$ cat src/rtl/round_enum_pkg.sv
// round_enum_pkg
// Shared definitions for the sequential single-precision divider:
//   round_values  - rounding-mode encoding captured alongside the operands
//   STATUS_*      - bit positions inside the 8-bit status word
//   CANONICAL_NAN - quiet NaN returned for every invalid division
package round_enum_pkg;

   typedef enum logic [2:0] {
      IEEE_near = 3'd0,
      IEEE_zero = 3'd1,
      IEEE_pinf = 3'd2,
      IEEE_ninf = 3'd3,
      near_up   = 3'd4,
      away_zero = 3'd5
   } round_values;

   localparam int STATUS_ZERO    = 0;
   localparam int STATUS_INF     = 1;
   localparam int STATUS_NAN     = 2;
   localparam int STATUS_TINY    = 3;
   localparam int STATUS_HUGE    = 4;
   localparam int STATUS_INEXACT = 5;
   localparam int STATUS_DIV0    = 6;

   localparam logic [31:0] CANONICAL_NAN = 32'h7FC0_0000;

endpackage

$ cat src/rtl/fp_div_round.sv
// fp_div_round
// Combinational back end of the divider: normalises the raw quotient by at
// most one left shift, rounds it in the selected mode and resolves overflow
// and underflow into the packed IEEE-754 result and its status flags.
// Ports:
//   sign_i       - result sign
//   exp_i        - biased exponent before normalisation (10-bit signed)
//   quot_i       - ITER quotient bits, MSB is the integer bit
//   remNonZero_i - final partial remainder is non-zero
//   round_i      - rounding mode
//   z_o          - packed single-precision result
//   status_o     - status flags (zero/inf/tiny/huge/inexact)
module fp_div_round
   import round_enum_pkg::*;
#(
   parameter int ITER = 26
) (
   input  logic              sign_i,
   input  logic signed [9:0] exp_i,
   input  logic [ITER-1:0]   quot_i,
   input  logic              remNonZero_i,
   input  round_values       round_i,
   output logic [31:0]       z_o,
   output logic [7:0]        status_o
);

   logic [ITER-2:0]   quotNorm;
   logic signed [9:0] expNorm;
   logic [22:0]       frac;
   logic              guardBit;
   logic              stickyBit;
   logic              inexact;
   logic              roundUp;
   logic [23:0]       fracRounded;
   logic signed [9:0] expRounded;
   logic              overflowToInf;
   logic              underflowToMin;

   // Quotient lies in (0.5, 2): when the integer bit is clear, one left shift
   // brings the leading one into place. The hidden bit is dropped here; what
   // remains is 23 fraction bits, the guard bit and the leftover low bits.
   always_comb begin
      if (quot_i[ITER-1]) begin
         quotNorm = quot_i[ITER-2:0];
         expNorm  = exp_i;
      end else begin
         quotNorm = {quot_i[ITER-3:0], 1'b0};
         expNorm  = exp_i - 10'sd1;
      end
      frac      = quotNorm[ITER-2:ITER-24];
      guardBit  = quotNorm[ITER-25];
      stickyBit = (|quotNorm[ITER-26:0]) | remNonZero_i;
      inexact   = guardBit | stickyBit;
   end

   // Rounding increment per mode; near_up breaks ties away from zero.
   always_comb begin
      roundUp = 1'b0;
      case (round_i)
         IEEE_near: roundUp = guardBit & (stickyBit | frac[0]);
         IEEE_zero: roundUp = 1'b0;
         IEEE_pinf: roundUp = inexact & ~sign_i;
         IEEE_ninf: roundUp = inexact & sign_i;
         near_up:   roundUp = guardBit;
         away_zero: roundUp = inexact;
         default:   roundUp = 1'b0;
      endcase
      // A carry out of the fraction leaves it all zero and bumps the exponent.
      fracRounded = {1'b0, frac} + {23'd0, roundUp};
      expRounded  = expNorm + $signed({9'd0, fracRounded[23]});
   end

   // Overflow saturates to infinity unless the mode rounds toward zero for
   // this sign; underflow flushes to zero unless the mode rounds away from
   // zero for this sign, in which case the smallest normal is returned.
   always_comb begin
      overflowToInf  = (round_i == IEEE_near) || (round_i == near_up) ||
                       (round_i == away_zero) ||
                       ((round_i == IEEE_pinf) && !sign_i) ||
                       ((round_i == IEEE_ninf) && sign_i);
      underflowToMin = (round_i == away_zero) ||
                       ((round_i == IEEE_pinf) && !sign_i) ||
                       ((round_i == IEEE_ninf) && sign_i);
      status_o = 8'd0;
      if (expRounded > 10'sd254) begin
         status_o[STATUS_HUGE]    = 1'b1;
         status_o[STATUS_INEXACT] = 1'b1;
         if (overflowToInf) begin
            z_o                  = {sign_i, 8'hFF, 23'd0};
            status_o[STATUS_INF] = 1'b1;
         end else begin
            z_o = {sign_i, 8'hFE, {23{1'b1}}};
         end
      end else if (expRounded < 10'sd1) begin
         status_o[STATUS_TINY]    = 1'b1;
         status_o[STATUS_INEXACT] = 1'b1;
         if (underflowToMin) begin
            z_o = {sign_i, 8'h01, 23'd0};
         end else begin
            z_o                   = {sign_i, 31'd0};
            status_o[STATUS_ZERO] = 1'b1;
         end
      end else begin
         z_o                      = {sign_i, expRounded[7:0], fracRounded[22:0]};
         status_o[STATUS_INEXACT] = inexact;
      end
   end

endmodule

$ cat src/rtl/fp_div_seq.sv
// fp_div_seq
// Sequential IEEE-754 single-precision divider: one restoring radix-2
// quotient bit per cycle, followed by a combinational rounding stage.
// Ports:
//   clk, rst            - clock, asynchronous active-high reset
//   a, b, round         - dividend, divisor, rounding mode (captured on accept)
//   in_valid / in_ready - operand handshake (ready only while idle)
//   z, status           - quotient and flags, held until the next result
//   out_valid/out_ready - result handshake
// Build option: FP_DIV_BYPASS_EN - special operands skip DIVIDE/ROUND and
// jump straight from UNPACK to DONE.
module fp_div_seq
   import round_enum_pkg::*;
#(
   parameter int ITER = 26
) (
   input  logic        clk,
   input  logic        rst,
   input  logic [31:0] a,
   input  logic [31:0] b,
   input  round_values round,
   input  logic        in_valid,
   output logic        in_ready,
   output logic [31:0] z,
   output logic [7:0]  status,
   output logic        out_valid,
   input  logic        out_ready
);

   localparam int CW = $clog2(ITER + 1);

   localparam logic [2:0] IDLE   = 3'd0;
   localparam logic [2:0] UNPACK = 3'd1;
   localparam logic [2:0] DIVIDE = 3'd2;
   localparam logic [2:0] ROUND  = 3'd3;
   localparam logic [2:0] DONE   = 3'd4;

   logic [2:0]        state_q, state_d;
   logic [31:0]       aReg_q, bReg_q;
   round_values       roundReg_q;
   logic              sign_q;
   logic signed [9:0] exp_q;
   logic [24:0]       rem_q;
   logic [23:0]       divisor_q;
   logic [ITER-1:0]   quot_q;
   logic [CW-1:0]     count_q;
   logic              special_q;
   logic [31:0]       specialZ_q;
   logic [7:0]        specialStatus_q;
   logic [31:0]       z_q;
   logic [7:0]        status_q;

   logic [7:0]        expA, expB;
   logic [22:0]       manA, manB;
   logic              aZero, bZero, aInf, bInf, aNan, bNan;
   logic              resSign;
   logic signed [9:0] expDiff;
   logic              specialHit;
   logic [31:0]       specialZ;
   logic [7:0]        specialStatus;
   logic [25:0]       remDiff;
   logic              quotBit;
   logic [24:0]       remNext;
   logic [31:0]       roundZ;
   logic [7:0]        roundStatus;

   assign in_ready  = (state_q == IDLE);
   assign out_valid = (state_q == DONE);
   assign z         = z_q;
   assign status    = status_q;

   // Field split of the captured operands; denormals count as zero.
   always_comb begin
      expA    = aReg_q[30:23];
      expB    = bReg_q[30:23];
      manA    = aReg_q[22:0];
      manB    = bReg_q[22:0];
      aZero   = (expA == 8'd0);
      bZero   = (expB == 8'd0);
      aInf    = (expA == 8'hFF) && (manA == 23'd0);
      bInf    = (expB == 8'hFF) && (manB == 23'd0);
      aNan    = (expA == 8'hFF) && (manA != 23'd0);
      bNan    = (expB == 8'hFF) && (manB != 23'd0);
      resSign = aReg_q[31] ^ bReg_q[31];
      expDiff = $signed({2'b00, expA}) - $signed({2'b00, expB}) + 10'sd127;
   end

   // Special-operand results in priority order. inf/0 lands in the inf/finite
   // branch because zero is finite, so it raises inf without div_by_zero.
   always_comb begin
      specialHit    = 1'b1;
      specialZ      = 32'd0;
      specialStatus = 8'd0;
      if (aNan || bNan || (aZero && bZero) || (aInf && bInf)) begin
         specialZ                   = CANONICAL_NAN;
         specialStatus[STATUS_NAN]  = 1'b1;
      end else if (aInf) begin
         specialZ                   = {resSign, 8'hFF, 23'd0};
         specialStatus[STATUS_INF]  = 1'b1;
      end else if (bZero) begin
         specialZ                   = {resSign, 8'hFF, 23'd0};
         specialStatus[STATUS_INF]  = 1'b1;
         specialStatus[STATUS_DIV0] = 1'b1;
      end else if (aZero || bInf) begin
         specialZ                   = {resSign, 31'd0};
         specialStatus[STATUS_ZERO] = 1'b1;
      end else begin
         specialHit                 = 1'b0;
      end
   end

   // One restoring step: subtract when the partial remainder covers the
   // divisor, then shift the remainder left for the next quotient bit.
   always_comb begin
      remDiff = {1'b0, rem_q} - {2'b00, divisor_q};
      quotBit = ~remDiff[25];
      remNext = (quotBit ? remDiff[24:0] : rem_q) << 1;
   end

   fp_div_round #(
      .ITER(ITER)
   ) roundUnit (
      .sign_i      (sign_q),
      .exp_i       (exp_q),
      .quot_i      (quot_q),
      .remNonZero_i(|rem_q),
      .round_i     (roundReg_q),
      .z_o         (roundZ),
      .status_o    (roundStatus)
   );

   // Next-state selection; DIVIDE leaves after its last counted step.
   always_comb begin
      state_d = state_q;
      case (state_q)
         IDLE:   if (in_valid) state_d = UNPACK;
`ifdef FP_DIV_BYPASS_EN
         UNPACK: state_d = specialHit ? DONE : DIVIDE;
`else
         UNPACK: state_d = DIVIDE;
`endif
         DIVIDE: if (count_q == CW'(1)) state_d = ROUND;
         ROUND:  state_d = DONE;
         DONE:   if (out_ready) state_d = IDLE;
         default: state_d = IDLE;
      endcase
   end

   // Datapath registers; z/status only change when a new result is produced.
   always_ff @(posedge clk or posedge rst) begin
      if (rst) begin
         state_q         <= IDLE;
         aReg_q          <= 32'd0;
         bReg_q          <= 32'd0;
         roundReg_q      <= IEEE_near;
         sign_q          <= 1'b0;
         exp_q           <= 10'sd0;
         rem_q           <= 25'd0;
         divisor_q       <= 24'd0;
         quot_q          <= '0;
         count_q         <= '0;
         special_q       <= 1'b0;
         specialZ_q      <= 32'd0;
         specialStatus_q <= 8'd0;
         z_q             <= 32'd0;
         status_q        <= 8'd0;
      end else begin
         state_q <= state_d;
         case (state_q)
            IDLE: begin
               if (in_valid) begin
                  aReg_q     <= a;
                  bReg_q     <= b;
                  roundReg_q <= round;
               end
            end
            UNPACK: begin
               sign_q          <= resSign;
               exp_q           <= expDiff;
               rem_q           <= {2'b01, manA};
               divisor_q       <= {1'b1, manB};
               quot_q          <= '0;
               count_q         <= CW'(ITER);
               special_q       <= specialHit;
               specialZ_q      <= specialZ;
               specialStatus_q <= specialStatus;
`ifdef FP_DIV_BYPASS_EN
               if (specialHit) begin
                  z_q      <= specialZ;
                  status_q <= specialStatus;
               end
`endif
            end
            DIVIDE: begin
               rem_q   <= remNext;
               quot_q  <= {quot_q[ITER-2:0], quotBit};
               count_q <= count_q - CW'(1);
            end
            ROUND: begin
               z_q      <= special_q ? specialZ_q : roundZ;
               status_q <= special_q ? specialStatus_q : roundStatus;
            end
            default: begin
            end
         endcase
      end
   end

endmodule

$ cat config.mk
export PLATFORM = sky130hd
export DESIGN_NAME = fp_div_seq
export DESIGN_NICKNAME = d
export VERILOG_FILES = /design/src/rtl/round_enum_pkg.sv /design/src/rtl/fp_div_round.sv /design/src/rtl/fp_div_seq.sv
export SDC_FILE = /design/constraint.sdc
export NUM_CORES = 1
export LEC_CHECK = 0
export CAP_MARGIN = 0
export CORE_MARGIN = 10
export CORE_UTILIZATION = 27
export CTS_CLUSTER_SIZE = 30
export DETAILED_ROUTE_END_ITERATION = 16
export PLACE_DENSITY = 0.43
export SYNTH_ARGS = -nofsm -noshare
export SYNTH_HDL_FRONTEND = slang
export SYNTH_HIERARCHICAL = 1
export SYNTH_SLANG_ARGS = --single-unit
$ cat constraint.sdc
create_clock -name clk -period 7.4 [get_ports clk]
set_input_delay 2.22 -clock clk [delete_from_list [all_inputs] [get_ports clk]]
set_output_delay 2.22 -clock clk [all_outputs]
set_load 0.1 [all_outputs]
After elaboration in Yosys (flattened, before gate mapping)
Index checks and enable logic that the tools add are counted.
{"block": "word_totals", "reg_bits": 238, "word_cells": 121}
{"block": "classes", "n_addsub": 7, "magnitude_cmp": 2, "n_eq_ne": 14, "mux": 43, "bitwise": 9, "n_reduce_logical": 31}
{"cell": "32-bit 2-to-1 mux", "count": 5}
{"cell": "24-bit 2-to-1 mux", "count": 3}
{"cell": "31-bit 2-to-1 mux", "count": 2}
{"cell": "26-bit one-hot mux with 2 select lines", "count": 1}
{"cell": "25-bit one-hot mux with 2 select lines", "count": 1}
{"cell": "23-bit logical NOT", "count": 2}
{"cell": "23-bit nonzero test", "count": 2}
{"cell": "25-bit by 24-bit subtractor with 26-bit output", "count": 1}
{"cell": "25-bit 2-to-1 mux", "count": 1}
{"cell": "25-bit OR reduction", "count": 1}
{"cell": "23-bit by 1-bit adder with 24-bit output", "count": 1}
{"cell": "1-bit 2-to-1 mux", "count": 21}
{"cell": "8-bit == test (second input constant)", "count": 2}
{"cell": "8-bit logical NOT", "count": 2}
{"cell": "3-bit one-hot mux with 5 select lines", "count": 1}
{"cell": "3-bit by 2-bit == test with 1-bit output (second input constant)", "count": 4}
{"cell": "10-bit by 2-bit adder with 10-bit output", "count": 1}
{"cell": "9-bit by 8-bit adder with 10-bit output (second input constant)", "count": 1}
{"cell": "10-bit by 9-bit greater-than comparator with 1-bit output (second input constant)", "count": 1}
{"cell": "1-bit logical OR", "count": 10}
{"cell": "10-bit by 2-bit < comparator with 1-bit output (second input constant)", "count": 1}
{"cell": "10-bit 2-to-1 mux", "count": 1}
{"cell": "5-bit one-hot mux with 2 select lines", "count": 1}
{"cell": "10-bit by 2-bit subtractor with 10-bit output (second input constant)", "count": 1}
{"cell": "other kinds (21)", "count": 39}

Depth between registers and ports, before layout
Gate-level depths: netlist of run 1.
{"block": "depth", "depth_word": 11, "mapped_depth": 28}

Cells and area by module
The synthesis of run 1 kept the hierarchy.
{"module": "fp_div_seq", "n_inst": 1, "cells_each": 1005, "area_each_um2": 10221.1}
{"module": "fp_div_round", "n_inst": 1, "cells_each": 320, "area_each_um2": 2205.9}

Worst setup path after synthesis of run 1
OpenSTA, ideal clock, no wires.
{"block": "synth_path", "kind": "reg-to-reg", "start": "register quot_q[25]", "end": "register z_q[17], in the netlist z[17]", "setup_time_ps": 133, "t_arrival_ps": 5673, "t_required_ps": 7267, "path_slack_ps": 1594, "stages_incl_launch_ff": 26, "path_buffers": 5, "period_less_slack_ps": 5806, "cell_sequence": "dfrtp_1 > buf_2 > buf_1 > buf_1 > clkbuf_1 > mux2_2 > ha_1 > nand3_1 > or4b_1 > nor2_1 > nand3_1 > nor4_1 > ha_1 > ha_1 > nor2b_1 > mux2_2 > a31oi_1 > xnor2_1 > or4_1 > and2_4 > clkinv_4 > o21bai_4 > buf_12 > a21oi_2 > nand2_1 > o21ai_0"}
{"block": "synth_via", "elab_chain_cells": 11, "elab_cells_between_ends": 16}
{"element": "start, declared", "line_no": "fp_div_seq.sv:45", "rtl": "logic [ITER-1:0] quot_q;"}
{"element": "start signal, assigned", "line_no": "fp_div_seq.sv:196", "rtl": "quot_q <= {quot_q[ITER-2:0], quotBit};"}
{"element": "25-bit 2-to-1 mux", "line_no": "fp_div_round.sv:43", "rtl": "if (quot_i[ITER-1]) begin"}
{"element": "1-bit bitwise OR", "line_no": "fp_div_round.sv:52", "rtl": "stickyBit = (|quotNorm[ITER-26:0]) | remNonZero_i;"}
{"element": "1-bit bitwise OR (on tied branches)", "line_no": "fp_div_round.sv:53, fp_div_round.sv:60"}
{"element": "1-bit bitwise AND (on tied branches)", "line_no": "fp_div_round.sv:63, fp_div_round.sv:60, fp_div_round.sv:62"}
{"element": "1-bit one-hot mux with 5 select lines", "line_no": "fp_div_round.sv:59", "rtl": "case (round_i)"}
{"element": "23-bit by 1-bit adder with 24-bit output", "line_no": "fp_div_round.sv:69", "rtl": "fracRounded = {1'b0, frac} + {23'd0, roundUp};"}
{"element": "10-bit by 2-bit adder with 10-bit output", "line_no": "fp_div_round.sv:70", "rtl": "expRounded = expNorm + $signed({9'd0, fracRounded[23]});"}
{"element": "10-bit by 2-bit < comparator with 1-bit output", "line_no": "fp_div_round.sv:94", "rtl": "end else if (expRounded < 10'sd1) begin"}
{"element": "31-bit 2-to-1 mux", "line_no": "fp_div_round.sv:94"}
{"element": "31-bit 2-to-1 mux (*)", "line_no": "fp_div_round.sv:85", "rtl": "if (expRounded > 10'sd254) begin"}
{"element": "named net roundZ[17]", "line_no": "fp_div_seq.sv:64", "rtl": "logic [31:0] roundZ;"}
{"element": "32-bit 2-to-1 mux (*)", "line_no": "fp_div_seq.sv:200", "rtl": "z_q <= special_q ? specialZ_q : roundZ;"}
{"element": "end signal, assigned", "line_no": "fp_div_seq.sv:200"}
{"element": "end, declared", "line_no": "fp_div_seq.sv:50", "rtl": "logic [31:0] z_q;"}
Mark *: on every way through the listed nets, which the timed path passes. The rest lies on a longest branch.
A chain may end at the register's enable or synchronous reset.

Worst setup path in the final report of run 1
{"block": "layout_path", "start": "register rem_q[5]", "end": "register z_q[6], in the netlist z[6]"}
{"block": "layout_via", "elab_chain_cells": 11, "elab_cells_between_ends": 15}
{"element": "start, declared", "line_no": "fp_div_seq.sv:43", "rtl": "logic [24:0] rem_q;"}
{"element": "start signal, assigned", "line_no": "fp_div_seq.sv:180", "rtl": "rem_q <= {2'b01, manA};"}
{"element": "start signal, assigned", "line_no": "fp_div_seq.sv:195", "rtl": "rem_q <= remNext;"}
{"element": "25-bit OR reduction (*)", "line_no": "fp_div_seq.sv:126", "rtl": ".remNonZero_i(|rem_q),"}
{"element": "1-bit bitwise OR (*)", "line_no": "fp_div_round.sv:52"}
{"element": "1-bit bitwise OR (on tied branches)", "line_no": "fp_div_round.sv:53, fp_div_round.sv:60"}
{"element": "1-bit bitwise AND (on tied branches)", "line_no": "fp_div_round.sv:63, fp_div_round.sv:60, fp_div_round.sv:62"}
{"element": "1-bit one-hot mux with 5 select lines (*)", "line_no": "fp_div_round.sv:59"}
{"element": "23-bit by 1-bit adder with 24-bit output (*)", "line_no": "fp_div_round.sv:69"}
{"element": "10-bit by 2-bit adder with 10-bit output", "line_no": "fp_div_round.sv:70"}
{"element": "10-bit by 2-bit < comparator with 1-bit output", "line_no": "fp_div_round.sv:94"}
{"element": "31-bit 2-to-1 mux", "line_no": "fp_div_round.sv:94"}
{"element": "31-bit 2-to-1 mux (*)", "line_no": "fp_div_round.sv:85"}
{"element": "named net roundZ[6]", "line_no": "fp_div_seq.sv:64"}
{"element": "32-bit 2-to-1 mux (*)", "line_no": "fp_div_seq.sv:200"}
Marked as above.

==> results of run 1 <==
[worst max-delay path, cell delays in order (launching register included)]
cell      delay [ns]
dfrtp_1         0.41
or4_1           0.52
nor4_1          0.23
nand4_1         0.28
a211oi_1        0.56
o21ai_0         0.20
ha_1            0.26
nand3_1         0.14
or4b_1          0.16
nor2_1          0.09
nand3_1         0.11
nor4_1          0.07
ha_1            0.25
ha_1            0.30
nor2b_1         0.18
mux2_2          0.29
a31oi_1         0.30
xnor2_1         0.19
or4_1           0.57
and2_4          0.20
clkinv_4        0.07
o21bai_4        0.29
a21oi_1         0.09
nand2_1         0.10
o21ai_0         0.10
[final cells by class]
class	instances	area (sq um)
clock buffer	33	736
clock inverter	12	160
fill	4764	30500
inverter	63	245
multi-input combinational	987	6690
sequential	208	5210
tap	600	751
timing repair buffer	122	1210
[logic make-up (layout without fill, tap and decap cells)]
family                   after synthesis  after routing
AND/OR/NAND/NOR                      415            415
AO/OA/AOI/OAI                        347            347
flip-flops                           208            208
buffers and inverters                132            230
multiplexers                         104            104
XOR/XNOR                              74             74
adder cells (fa/ha/maj)               44             44
other                                  1              3
[power groups by stage]
| stage | Clock [mW] | Sequential [mW] | Combinational [mW] |
|---|---|---|---|
| global route | 1.43 | 2.17 | 5.01 |
| finish | 1.34 | 2.09 | 4.50 |
| CTS | 1.38 | 2.10 | 4.55 |
| global placement | 0 | 2.11 | 4.52 |
| floorplan | 0 | 2.50 | 3.08 |
| detailed placement | 0 | 2.12 | 4.53 |
[sequential cells by signal, summed over array words and instances, names as in the netlist, 4 cells and up]
| signal | cells |
|---|---|
| aReg_q | 32 |
| bReg_q | 32 |
| count_q | 5 |
| divisor_q | 24 |
| exp_q | 10 |
| quot_q | 26 |
| rem_q | 25 |
| specialStatus_q | 4 |
| status | 8 |
| z | 32 |
[per-layer routing]
layer  routed length [microns]  track usage
met2                     15700        0.199
met5                         0            0
met3                      1480       0.0229
met4                       939       0.0346
met1                     16800        0.171
[final timing paths]
| check | end | cells past startpoint | slack [ns] | from |
|---|---|---|---|---|
| max | z[6] | 24 | 1.28 | rem_q[5] |
| min | divisor_q[23] | 2 | 0.46 | divisor_q[23] |
| max reg2reg | z[6] | 24 | 1.28 | rem_q[5] |
| min reg2reg | divisor_q[23] | 2 | 0.46 | divisor_q[23] |
| max in group asynchronous | status[7] | 4 | 4.11 | rst |
| min in group asynchronous | aReg_q[19] | 3 | 2.20 | rst |
[synthesized netlist by cell type (8+ instances only)]
| cell | number |
|---|---|
| clkbuf_1 | 51 |
| a22oi_1 | 21 |
| mux2i_1 | 37 |
| ha_1 | 42 |
| a21oi_1 | 62 |
| a22o_1 | 29 |
| a21oi_2 | 13 |
| xor2_1 | 36 |
| a31oi_1 | 11 |
| a211oi_1 | 8 |
| dfrtp_1 | 208 |
| xnor2_1 | 37 |
| nor4_1 | 24 |
| nor3_1 | 25 |
| o21ai_0 | 100 |
| nand4_1 | 19 |
| and3_1 | 8 |
| mux2_2 | 66 |
| o211ai_1 | 8 |
| nand2_1 | 181 |
| inv_1 | 60 |
| nand3_1 | 18 |
| nand2b_1 | 8 |
| o21ai_1 | 28 |
| nor2b_1 | 8 |
| and2_1 | 9 |
| nor2_1 | 67 |
| o21a_1 | 9 |
[cell usage in the layout, fill, tap and decap left out, types with 9 or more instances in the layout]
cell             netlist  routed
a21oi_2               13      13
nor4_1                24      24
o21a_1                 9       9
a21oi_1               62      62
xnor2_1               37      37
buf_4                  4       9
a31oi_1               11      11
nand2_1              181     181
inv_1                 60      59
o21ai_0              100     100
nor3_1                25      25
o21ai_1               28      28
clkbuf_16              0      25
a22oi_1               21      21
nor2_1                67      66
nand3_1               18      17
ha_1                  42      42
xor2_1                36      36
clkdlybuf4s50_1        0     112
mux2_2                66      66
mux2i_1               37      37
nand4_1               19      19
dfrtp_1              208     207
a22o_1                29      29
[metrics by stage]
stage | area, sq um | util | hold slack, ns | total power [mW] | std cells
6_report | 15000 | 0.330 | 0.463 | 7.93 | 2025
4_1_cts | 15000 | 0.330 | 0.471 | 8.03 | 2025
3_3_place_gp | 14100 | 0.310 | 0.453 | 6.64 | 1980
3_5_place_dp | 14100 | 0.310 | 0.458 | 6.65 | 1980
2_1_floorplan | 12400 | - | 0.418 | 5.58 | 1327
5_1_grt | 15000 | 0.330 | 0.488 | 8.62 | 2025
==> run_summary.xml, run 1 <==
<?xml version="1.0" encoding="UTF-8"?>
<metrics>
  <group name="timing">
    <metric name="timing.clock.skew" unit="ns">0.0153</metric>
    <metric name="rsz_0062_raised_after_global_routing" unit="">false</metric>
    <metric name="clock.fmax" unit="MHz">164</metric>
    <metric name="finalHoldViolCount" unit="">0</metric>
    <metric name="report.final.setup_viol" unit="">0</metric>
    <metric name="finalMaxSlewViolations" unit="">0</metric>
    <metric name="fin_ws" unit="ns">1.28</metric>
    <metric name="timing.slew.headroom" unit="">0.231</metric>
    <metric name="finalCritPeriodShare" unit="">0.826</metric>
    <metric name="min_period" unit="ns">6.12</metric>
    <metric name="timing_worst_slew_pin_value" unit="ns">1.15</metric>
    <metric name="fin_setup_tns" unit="ns">0</metric>
  </group>
  <group name="power">
    <metric name="switchingPower" unit="mW">3.76</metric>
    <metric name="share_comb_of_total_power" unit="">0.567</metric>
    <metric name="internal-power" unit="mW">4.17</metric>
    <metric name="peakVddDrop" unit="mV">0.310</metric>
    <metric name="power.density" unit="mW/mm^2">529</metric>
    <metric name="power_share_of_the_sequential_group" unit="">0.264</metric>
    <metric name="power.share.clock" unit="">0.169</metric>
    <metric name="switching_share" unit="">0.474</metric>
    <metric name="p_leak" unit="nW">6.11</metric>
  </group>
  <group name="setup_path">
    <metric name="critPathCaptureType" unit="">flop</metric>
    <metric name="cp_max_fo" unit="">19</metric>
    <metric name="crit_path_start_kind" unit="">flop</metric>
    <metric name="timing.critical_path.required" unit="ns">7.78</metric>
    <metric name="timing_worst_setup_path_type" unit="">reg -&gt; reg</metric>
    <metric name="critPathArrivalTime" unit="ns">6.50</metric>
  </group>
  <group name="logic_synthesis">
    <metric name="netlist_top_cells_area" unit="">dfrtp_1, mux2_2, nand2_1</metric>
    <metric name="synth_adder_area_share" unit="">0.0447</metric>
    <metric name="synth.area.mux_share" unit="">0.0908</metric>
    <metric name="synthFlopType" unit="">dfrtp_1</metric>
    <metric name="synth-compound-area-share" unit="">0.184</metric>
    <metric name="simple_gate_share_of_the_synthesized_area" unit="">0.162</metric>
    <metric name="synth_largest_type_area_fraction" unit="">0.419</metric>
    <metric name="synth-edff-count" unit="">0</metric>
    <metric name="synth-seq-cells" unit="">208</metric>
    <metric name="syn_area" unit="sq mm">0.0124</metric>
    <metric name="main_combinational_cell_family_by_area_after_synthesis" unit="">compound AO/OA/AOI/OAI gates</metric>
    <metric name="yosys.area_share.xor_xnor" unit="">0.0533</metric>
    <metric name="synth_largest_area_cell" unit="">dfrtp_1</metric>
    <metric name="ys_warn_count" unit="">6</metric>
    <metric name="synth_sequential_area_ratio" unit="">0.419</metric>
    <metric name="syn-instance-count" unit="">1325</metric>
    <metric name="syn_avg_cell_area" unit="sq um">9.38</metric>
    <metric name="yosysUniqueCellTypes" unit="">92</metric>
    <metric name="async_flop_share" unit="">1.00</metric>
  </group>
  <group name="detailed_routing">
    <metric name="num_vias" unit="">9866</metric>
    <metric name="route.detailed.wl_per_inst" unit="microns">17.3</metric>
    <metric name="wirelength" unit="mm">35.0</metric>
    <metric name="post_drt_via_cell_ratio" unit="">4.87</metric>
    <metric name="drt-initial-drc-count" unit="">742</metric>
    <metric name="detail-route-antenna-nets" unit="">0</metric>
    <metric name="route.detailed.drc" unit="">0</metric>
    <metric name="drtPass1Iterations" unit="">5</metric>
  </group>
  <group name="floorplanning">
    <metric name="die_area" unit="sq mm">0.0550</metric>
    <metric name="die_span_in_y" unit="microns">235</metric>
    <metric name="die_x" unit="microns">235</metric>
    <metric name="floorplan.rows" unit="">78</metric>
    <metric name="starting_utilization_of_the_core_area" unit="">0.273</metric>
    <metric name="num_io_pins" unit="">113</metric>
    <metric name="placeableCoreArea" unit="sq mm">0.0455</metric>
  </group>
  <group name="clocking">
    <metric name="tritoncts" unit="">built</metric>
    <metric name="cts-buffers-inserted" unit="">25</metric>
    <metric name="post_cts.repair.setup_buffers" unit="">0</metric>
    <metric name="clock_tree.buffer_depth" unit="">3</metric>
    <metric name="clock_latency" unit="ns">0.54</metric>
    <metric name="clock-sinks" unit="">208</metric>
    <metric name="resize_count_post_cts" unit="">0</metric>
    <metric name="clk_pin_slew_worst_paths" unit="ns">0.06</metric>
    <metric name="htreeDepth" unit="">1</metric>
    <metric name="clock_root_buffer" unit="">clkbuf_16</metric>
    <metric name="postCtsHoldBufs" unit="">0</metric>
  </group>
  <group name="global_route">
    <metric name="globalRouteOverflowTotal" unit="">0</metric>
    <metric name="grtUsageTotal" unit="">0.125</metric>
    <metric name="pin_count_of_the_biggest_net_entering_global_routing" unit="">168</metric>
    <metric name="antenna_found_initial" unit="">0</metric>
    <metric name="via_count_of_the_first_global_routing_pass" unit="">9732</metric>
    <metric name="wire_length_of_the_first_global_routing_pass" unit="mm">56.0</metric>
  </group>
  <group name="layout">
    <metric name="antenna_cells" unit="">0</metric>
    <metric name="drive_gt1_frac" unit="">0.122</metric>
    <metric name="layout-area-overhead-vs-synth" unit="%">20.7</metric>
    <metric name="nNetsFinal" unit="">1521</metric>
  </group>
  <group name="place">
    <metric name="globalplace.congestion" unit="">0.823</metric>
    <metric name="worst_slack_at_placement" unit="ns">1.22</metric>
    <metric name="hpwl" unit="mm">25.2</metric>
    <metric name="buffer_ports.inserted" unit="">112</metric>
  </group>
  <group name="run_status">
    <metric name="run_status" unit="">finished clean</metric>
  </group>
  <group name="job">
    <metric name="max-cap-violations" unit="">0</metric>
  </group>
  <group name="hold_path">
    <metric name="worst_hold_path_type" unit="">reg -&gt; reg</metric>
  </group>
</metrics>
No activity file was read; power rests on OpenSTA's default activity.
==> run 2, diff against run 1 <==
clock period = 4.95 ns   (was 7.4 ns; I/O delays follow)
==> run 2 against run 1 <==
Against the previous run:
- global-route usage rose by 0.58 points
- flip-flop and latch count did not move
- core utilization rose by 2.1 points
- sequential share of layout area fell by 2.1 points
- total power rose by 61%
- setup slack got worse by 1.5 ns
- routed wire length rose by 4.0%
- sequential power rose by 46%
- clock skew barely moved
- clock-buffer cell count rose by 2
- fmax rose by 19%
- hold slack got worse by 0.0014 ns
- the run now ends with negative setup slack left
==> run_summary.xml, run 2 (synthesis gave the netlist of run 1 again) <==
<?xml version="1.0" encoding="UTF-8"?>
<metrics>
  <group name="power">
    <metric name="totalPowerFinal" unit="mW">12.8</metric>
    <metric name="p_leak" unit="nW">6.59</metric>
    <metric name="power.density" unit="mW/mm^2">800</metric>
    <metric name="peakVddDrop" unit="mV">0.658</metric>
  </group>
  <group name="floorplanning">
    <metric name="floorplan.rows" unit="">78</metric>
    <metric name="die_x" unit="microns">235</metric>
    <metric name="die_span_in_y" unit="microns">235</metric>
    <metric name="placeableCoreArea" unit="sq mm">0.0455</metric>
    <metric name="num_io_pins" unit="">113</metric>
    <metric name="starting_utilization_of_the_core_area" unit="">0.273</metric>
    <metric name="die_area" unit="sq mm">0.0550</metric>
  </group>
  <group name="timing">
    <metric name="finalCritPeriodShare" unit="">1.03</metric>
    <metric name="timing_worst_slew_pin_value" unit="ns">1.18</metric>
    <metric name="finalHoldViolCount" unit="">0</metric>
    <metric name="timing.slew.headroom" unit="">0.208</metric>
    <metric name="report.final.setup_viol" unit="">27</metric>
    <metric name="clock.fmax" unit="MHz">195</metric>
    <metric name="fin_ws" unit="ns">-0.172</metric>
    <metric name="timing.clock.skew" unit="ns">0.0156</metric>
    <metric name="min_period" unit="ns">5.12</metric>
    <metric name="finalMaxSlewViolations" unit="">0</metric>
    <metric name="rsz_0062_raised_after_global_routing" unit="">true</metric>
  </group>
  <group name="clocking">
    <metric name="cts-buffers-inserted" unit="">27</metric>
    <metric name="htreeDepth" unit="">1</metric>
    <metric name="clock_root_buffer" unit="">clkbuf_16</metric>
    <metric name="clock_tree.buffer_depth" unit="">3</metric>
    <metric name="tritoncts" unit="">built</metric>
    <metric name="clock_latency" unit="ns">0.56</metric>
    <metric name="clock-sinks" unit="">208</metric>
    <metric name="clk_pin_slew_worst_paths" unit="ns">0.06</metric>
  </group>
  <group name="setup_path">
    <metric name="path_delay_family" unit="">simple AND/OR/NAND/NOR gates</metric>
    <metric name="timing.critical_path.required" unit="ns">5.36</metric>
    <metric name="slowest_delay" unit="ns">0.55</metric>
    <metric name="critPathArrivalTime" unit="ns">5.53</metric>
    <metric name="timing_worst_setup_path_type" unit="">reg -&gt; reg</metric>
    <metric name="cp_max_fo" unit="">6</metric>
    <metric name="critPathCaptureType" unit="">flop</metric>
    <metric name="critical_path.n_buffers_inverters" unit="">2</metric>
    <metric name="critical-path-slowest-cell" unit="">or4_4</metric>
    <metric name="crit_path_start_kind" unit="">flop</metric>
  </group>
  <group name="layout">
    <metric name="layout.cells.most_common" unit="">dfrtp_1</metric>
    <metric name="finalNonFillerCells" unit="">2104</metric>
    <metric name="finalCoreUtilization" unit="">0.351</metric>
    <metric name="nNetsFinal" unit="">1597</metric>
    <metric name="layout_common_cells" unit="">dfrtp_1, nand2_1, clkdlybuf4s50_1, o21ai_0, buf_4</metric>
    <metric name="antenna_cells" unit="">0</metric>
    <metric name="drive_gt1_frac" unit="">0.189</metric>
    <metric name="layout-area-overhead-vs-synth" unit="%">28.4</metric>
  </group>
  <group name="place">
    <metric name="placed_cells_incl_taps" unit="">2043</metric>
    <metric name="buffer_ports.inserted" unit="">112</metric>
    <metric name="worst_slack_at_placement" unit="ns">-0.386</metric>
    <metric name="hpwl" unit="mm">26.7</metric>
    <metric name="globalplace.congestion" unit="">0.871</metric>
  </group>
  <group name="detailed_routing">
    <metric name="route.detailed.wl_per_inst" unit="microns">17.3</metric>
    <metric name="drtPass1Iterations" unit="">7</metric>
    <metric name="wirelength" unit="mm">36.4</metric>
    <metric name="drt-initial-drc-count" unit="">548</metric>
    <metric name="route.detailed.drc" unit="">0</metric>
    <metric name="detail-route-antenna-nets" unit="">0</metric>
    <metric name="num_vias" unit="">10125</metric>
    <metric name="post_drt_via_cell_ratio" unit="">4.81</metric>
  </group>
  <group name="global_route">
    <metric name="via_count_of_the_first_global_routing_pass" unit="">10303</metric>
    <metric name="wire_length_of_the_first_global_routing_pass" unit="mm">58.1</metric>
    <metric name="globalRouteOverflowTotal" unit="">0</metric>
    <metric name="grtUsageTotal" unit="">0.131</metric>
    <metric name="pin_count_of_the_biggest_net_entering_global_routing" unit="">101</metric>
    <metric name="antenna_found_initial" unit="">0</metric>
  </group>
  <group name="job">
    <metric name="max-cap-violations" unit="">0</metric>
  </group>
  <group name="hold_path">
    <metric name="worst_hold_path_type" unit="">reg -&gt; reg</metric>
  </group>
  <group name="run_status">
    <metric name="failed_checks" unit="">negative setup slack</metric>
    <metric name="run_status" unit="">finished, violations left</metric>
  </group>
</metrics>
run 2: cell count changes in the layout (fill, tap and decap cells not counted), sizes merged:
cell | previous run | this run
clkbuf | 33 | 36
buf | 10 | 84
clkinvlp | 1 | 3
clkdlybuf4s50 | 112 | 111
clkinv | 10 | 6
bufinv | 4 | 7
inv | 60 | 62
run 2: timing repair:
item                                    4_1_cts  5_1_grt
setup buffers                                 8        3
gates resized for setup                      32       25
hold buffers                                  0        0
gates cloned                                  2        1
pin swaps                                    10       17
endpoints found under the setup margin       31       32
run 2: area by class of cell:
cell class,count,area [sq um]
Sequential cell,208,5210
Tap cell,600,751
Clock buffer,35,746
Clock inverter,15,263
Timing Repair Buffer,196,1850
Inverter,63,245
Fill cell,4682,29500
Multi-Input combinational cell,987,6900
run 2: routing by layer:
metal / GRT usage / vias to the layer above / wire length [microns]
met3: 0.0218 / 40 / 1480
met2: 0.217 / 147 / 17100
li1: - / 5067 / -
met4: 0.0298 / 0 / 739
met5: 0 / - / 0
met1: 0.176 / 4871 / 17000
run 2: stage by stage:
stage	instance area [sq um]	TNS, ns	hold slack, ns
6_report	16000	-3.71	0.462
5_1_grt	16000	-12.32	0.496
4_1_cts	15900	-3.12	0.475
3_5_place_dp	14700	-9.46	0.462
3_3_place_gp	14700	-5.85	0.448
2_1_floorplan	12500	0	0.418
run 2: power breakdown:
part / internal [mW] / switching (mW) / total (mW)
clock: 1.43 / 0.808 / 2.23
combinational: 3.01 / 4.46 / 7.48
sequential: 2.42 / 0.635 / 3.06
run 2: path summary, 6_finish.rpt:
path                          startpoint            end  slack [ns]  cells after the start
max                            rem_q[24]           z[4]       -0.17                     26
min                        divisor_q[23]  divisor_q[23]        0.46                      2
max reg2reg                    rem_q[24]           z[4]       -0.17                     26
min reg2reg                divisor_q[23]  divisor_q[23]        0.46                      2
max in group asynchronous            rst     quot_q[25]        2.90                      3
min in group asynchronous            rst      quot_q[5]        1.23                      2
run 2: tightest hold or removal path, stage by stage (launching register included):
cell	delay [ns]
dfrtp_1	0.32
inv_1	0.06
nand2_1	0.05
==> run 3, diff against run 2 <==
--- a/config.mk
+++ b/config.mk
@@ -8,2 +8,4 @@
 export CAP_MARGIN = 0
+export CELL_PAD_IN_SITES_DETAIL_PLACEMENT = 0
+export CELL_PAD_IN_SITES_GLOBAL_PLACEMENT = 2
 export CORE_MARGIN = 10
@@ -12,3 +14,3 @@
 export DETAILED_ROUTE_END_ITERATION = 16
-export PLACE_DENSITY = 0.43
+export PLACE_DENSITY_LB_ADDON = 0.1
 export SYNTH_ARGS = -nofsm -noshare
==> constraint.sdc (replaced) <==
create_clock -name clk -period 4.95 [get_ports clk]
set_input_delay 0.7425 -clock clk [delete_from_list [all_inputs] [get_ports clk]]
set_output_delay 0.7425 -clock clk [all_outputs]
set_load 0.1 [all_outputs]
==> run 3 against run 2 <==
Against the previous run:
- the run still ends with negative setup slack left
- via count increased by 0.67%
- first-iteration DRC count grew 10%
- final area decreased by 0.67%
- largest cell class unchanged
- largest power group unchanged
- highest routed layer unchanged
==> run_summary.xml, run 3 (synthesis gave the netlist of run 1 again) <==
<?xml version="1.0" encoding="UTF-8"?>
<metrics>
  <group name="detailed_routing">
    <metric name="num_vias" unit="">10193</metric>
    <metric name="detail-route-antenna-nets" unit="">0</metric>
    <metric name="drt-initial-drc-count" unit="">605</metric>
    <metric name="drtPass1Iterations" unit="">5</metric>
    <metric name="post_drt_via_cell_ratio" unit="">4.83</metric>
    <metric name="route.detailed.wl_per_inst" unit="microns">18.2</metric>
    <metric name="route.detailed.drc" unit="">0</metric>
    <metric name="wirelength" unit="mm">38.5</metric>
  </group>
  <group name="timing">
    <metric name="rsz_0062_raised_after_global_routing" unit="">true</metric>
    <metric name="clock.fmax" unit="MHz">196</metric>
    <metric name="fin_ws" unit="ns">-0.151</metric>
    <metric name="hold-worst-slack" unit="ns">0.452</metric>
    <metric name="timing_worst_slew_pin_value" unit="ns">1.16</metric>
    <metric name="finalHoldViolCount" unit="">0</metric>
    <metric name="timing.clock.skew" unit="ns">0.0247</metric>
    <metric name="finalCritPeriodShare" unit="">1.03</metric>
    <metric name="report.final.setup_viol" unit="">28</metric>
    <metric name="finalMaxSlewViolations" unit="">0</metric>
    <metric name="min_period" unit="ns">5.10</metric>
    <metric name="timing.slew.headroom" unit="">0.221</metric>
    <metric name="fin_setup_tns" unit="ns">-3.37</metric>
  </group>
  <group name="place">
    <metric name="buffer_ports.inserted" unit="">112</metric>
    <metric name="placed_cells_incl_taps" unit="">2045</metric>
    <metric name="hpwl" unit="mm">28.4</metric>
    <metric name="globalplace.congestion" unit="">0.843</metric>
  </group>
  <group name="setup_path">
    <metric name="critPathCaptureType" unit="">flop</metric>
    <metric name="timing.critical_path.required" unit="ns">5.35</metric>
    <metric name="critical_path.n_buffers_inverters" unit="">4</metric>
    <metric name="critical-path-slowest-cell" unit="">nor4_1</metric>
    <metric name="rr_worst_depth" unit="">27</metric>
    <metric name="critPathArrivalTime" unit="ns">5.50</metric>
    <metric name="timing.rr.end" unit="">z[6]</metric>
    <metric name="regToRegStartpoint" unit="">rem_q[10]</metric>
    <metric name="slowest_delay" unit="ns">0.53</metric>
    <metric name="worst-r2r-setup-slack" unit="ns">-0.15</metric>
    <metric name="crit_path_start_kind" unit="">flop</metric>
    <metric name="cp_max_fo" unit="">7</metric>
    <metric name="timing_worst_setup_path_type" unit="">reg -&gt; reg</metric>
    <metric name="path_delay_family" unit="">simple AND/OR/NAND/NOR gates</metric>
  </group>
  <group name="clocking">
    <metric name="clock_root_buffer" unit="">clkbuf_16</metric>
    <metric name="tritoncts" unit="">built</metric>
    <metric name="clock-sinks" unit="">208</metric>
    <metric name="clock_tree.buffer_depth" unit="">3</metric>
    <metric name="htreeDepth" unit="">1</metric>
    <metric name="cts-buffers-inserted" unit="">27</metric>
    <metric name="clock_latency" unit="ns">0.56</metric>
    <metric name="clk_pin_slew_worst_paths" unit="ns">0.06</metric>
  </group>
  <group name="global_route">
    <metric name="antenna_found_initial" unit="">0</metric>
    <metric name="wire_length_of_the_first_global_routing_pass" unit="mm">60.9</metric>
    <metric name="via_count_of_the_first_global_routing_pass" unit="">10391</metric>
    <metric name="grtUsageTotal" unit="">0.139</metric>
    <metric name="globalRouteOverflowTotal" unit="">0</metric>
    <metric name="pin_count_of_the_biggest_net_entering_global_routing" unit="">113</metric>
  </group>
  <group name="layout">
    <metric name="layout-area-overhead-vs-synth" unit="%">27.6</metric>
    <metric name="drive_gt1_frac" unit="">0.186</metric>
    <metric name="antenna_cells" unit="">0</metric>
    <metric name="finalNonFillerCells" unit="">2112</metric>
    <metric name="layout_common_cells" unit="">dfrtp_1, nand2_1, clkdlybuf4s50_1, buf_4, o21ai_0</metric>
    <metric name="num-fill-cells" unit="">4790</metric>
    <metric name="layout.cells.most_common" unit="">dfrtp_1</metric>
    <metric name="nNetsFinal" unit="">1605</metric>
  </group>
  <group name="hold_path">
    <metric name="hold_path_depth" unit="">2</metric>
    <metric name="min-delay-start" unit="">divisor_q[23]</metric>
    <metric name="worst_hold_path_type" unit="">reg -&gt; reg</metric>
    <metric name="holdPathEnd" unit="">divisor_q[23]</metric>
  </group>
  <group name="floorplanning">
    <metric name="num_io_pins" unit="">113</metric>
    <metric name="starting_utilization_of_the_core_area" unit="">0.273</metric>
    <metric name="die_x" unit="microns">235</metric>
    <metric name="die_span_in_y" unit="microns">235</metric>
    <metric name="die_area" unit="sq mm">0.0550</metric>
    <metric name="floorplan.rows" unit="">78</metric>
    <metric name="placeableCoreArea" unit="sq mm">0.0455</metric>
  </group>
  <group name="power">
    <metric name="totalPowerFinal" unit="mW">12.7</metric>
    <metric name="peakVddDrop" unit="mV">0.358</metric>
    <metric name="power.density" unit="mW/mm^2">798</metric>
    <metric name="p_leak" unit="nW">6.57</metric>
  </group>
  <group name="job">
    <metric name="max-cap-violations" unit="">0</metric>
  </group>
  <group name="run_status">
    <metric name="failed_checks" unit="">negative setup slack</metric>
    <metric name="run_status" unit="">finished, violations left</metric>
  </group>
</metrics>
## run 3: worst max-delay path by stage
| stage | to | cells after the start | from | slack (ns) |
|---|---|---|---|---|
| 2_1_floorplan | z[17] | 27 | quot_q[25] | 0.02 |
| 5_1_grt | z[5] | 27 | rem_q[5] | -0.41 |
| 3_5_place_dp | z[6] | 24 | roundReg_q[2] | -0.52 |
| 3_3_place_gp | z[3] | 24 | rem_q[5] | -0.38 |
| 6_report | z[6] | 27 | rem_q[10] | -0.15 |
| 4_1_cts | z[6] | 27 | rem_q[5] | -0.19 |
## run 3: area by class of cell
cell class / instances / area [sq um] / share of cell area
multi-input combinational: 987 / 6860 / 0.433
clock buffer: 36 / 739 / 0.0466
inverter: 63 / 245 / 0.0155
sequential: 208 / 5210 / 0.328
tap: 600 / 751 / 0.0473
clock inverter: 14 / 131 / 0.00829
timing repair buffer: 204 / 1920 / 0.121
## run 3: stage by stage
| step | util | cell area (sq um) | worst slack (ns) |
|---|---|---|---|
| finish | 0.349 | 15900 | -0.151 |
| global placement | 0.322 | 14700 | -0.380 |
| floorplan | - | 12500 | 0.0166 |
| CTS | 0.346 | 15700 | -0.189 |
| global route | 0.349 | 15900 | -0.405 |
| detailed placement | 0.322 | 14700 | -0.524 |
## run 3: routing by layer
| layer | up-vias | GRT usage | wire length (microns) | part of all wire |
|---|---|---|---|---|
| met4 | 0 | 0.0324 | 779 | 0.020 |
| met5 | - | 0 | 0 | 0 |
| met1 | 4908 | 0.186 | 17900 | 0.47 |
| met2 | 150 | 0.232 | 18400 | 0.48 |
| met3 | 42 | 0.0217 | 1410 | 0.036 |
| li1 | 5093 | - | - | - |
## run 3: worst reg2reg max path, delay by kind of cell (launching register included)
kind / cells / cell delay, ns
simple gates: 11 / 2.04
compound gates: 7 / 1.02
fa+ha+maj: 3 / 0.61
buf+inv: 4 / 0.52
flops: 1 / 0.38
mux: 1 / 0.28
xor+xnor: 1 / 0.08
## run 3: report_power, final
group / switching, mW / internal (mW)
Combinational: 4.53 / 3.10
Sequential: 0.658 / 2.42
Clock: 0.795 / 1.15
Total: 5.99 / 6.67
## run 3: timing repair
action | 4_1_cts | 5_1_grt
endpoints found under the setup margin | 32 | 32
gates resized for setup | 31 | 16
cloned | 2 | 1
pin swaps | 11 | 3
hold buffers | 0 | 0
setup buffers | 10 | 4
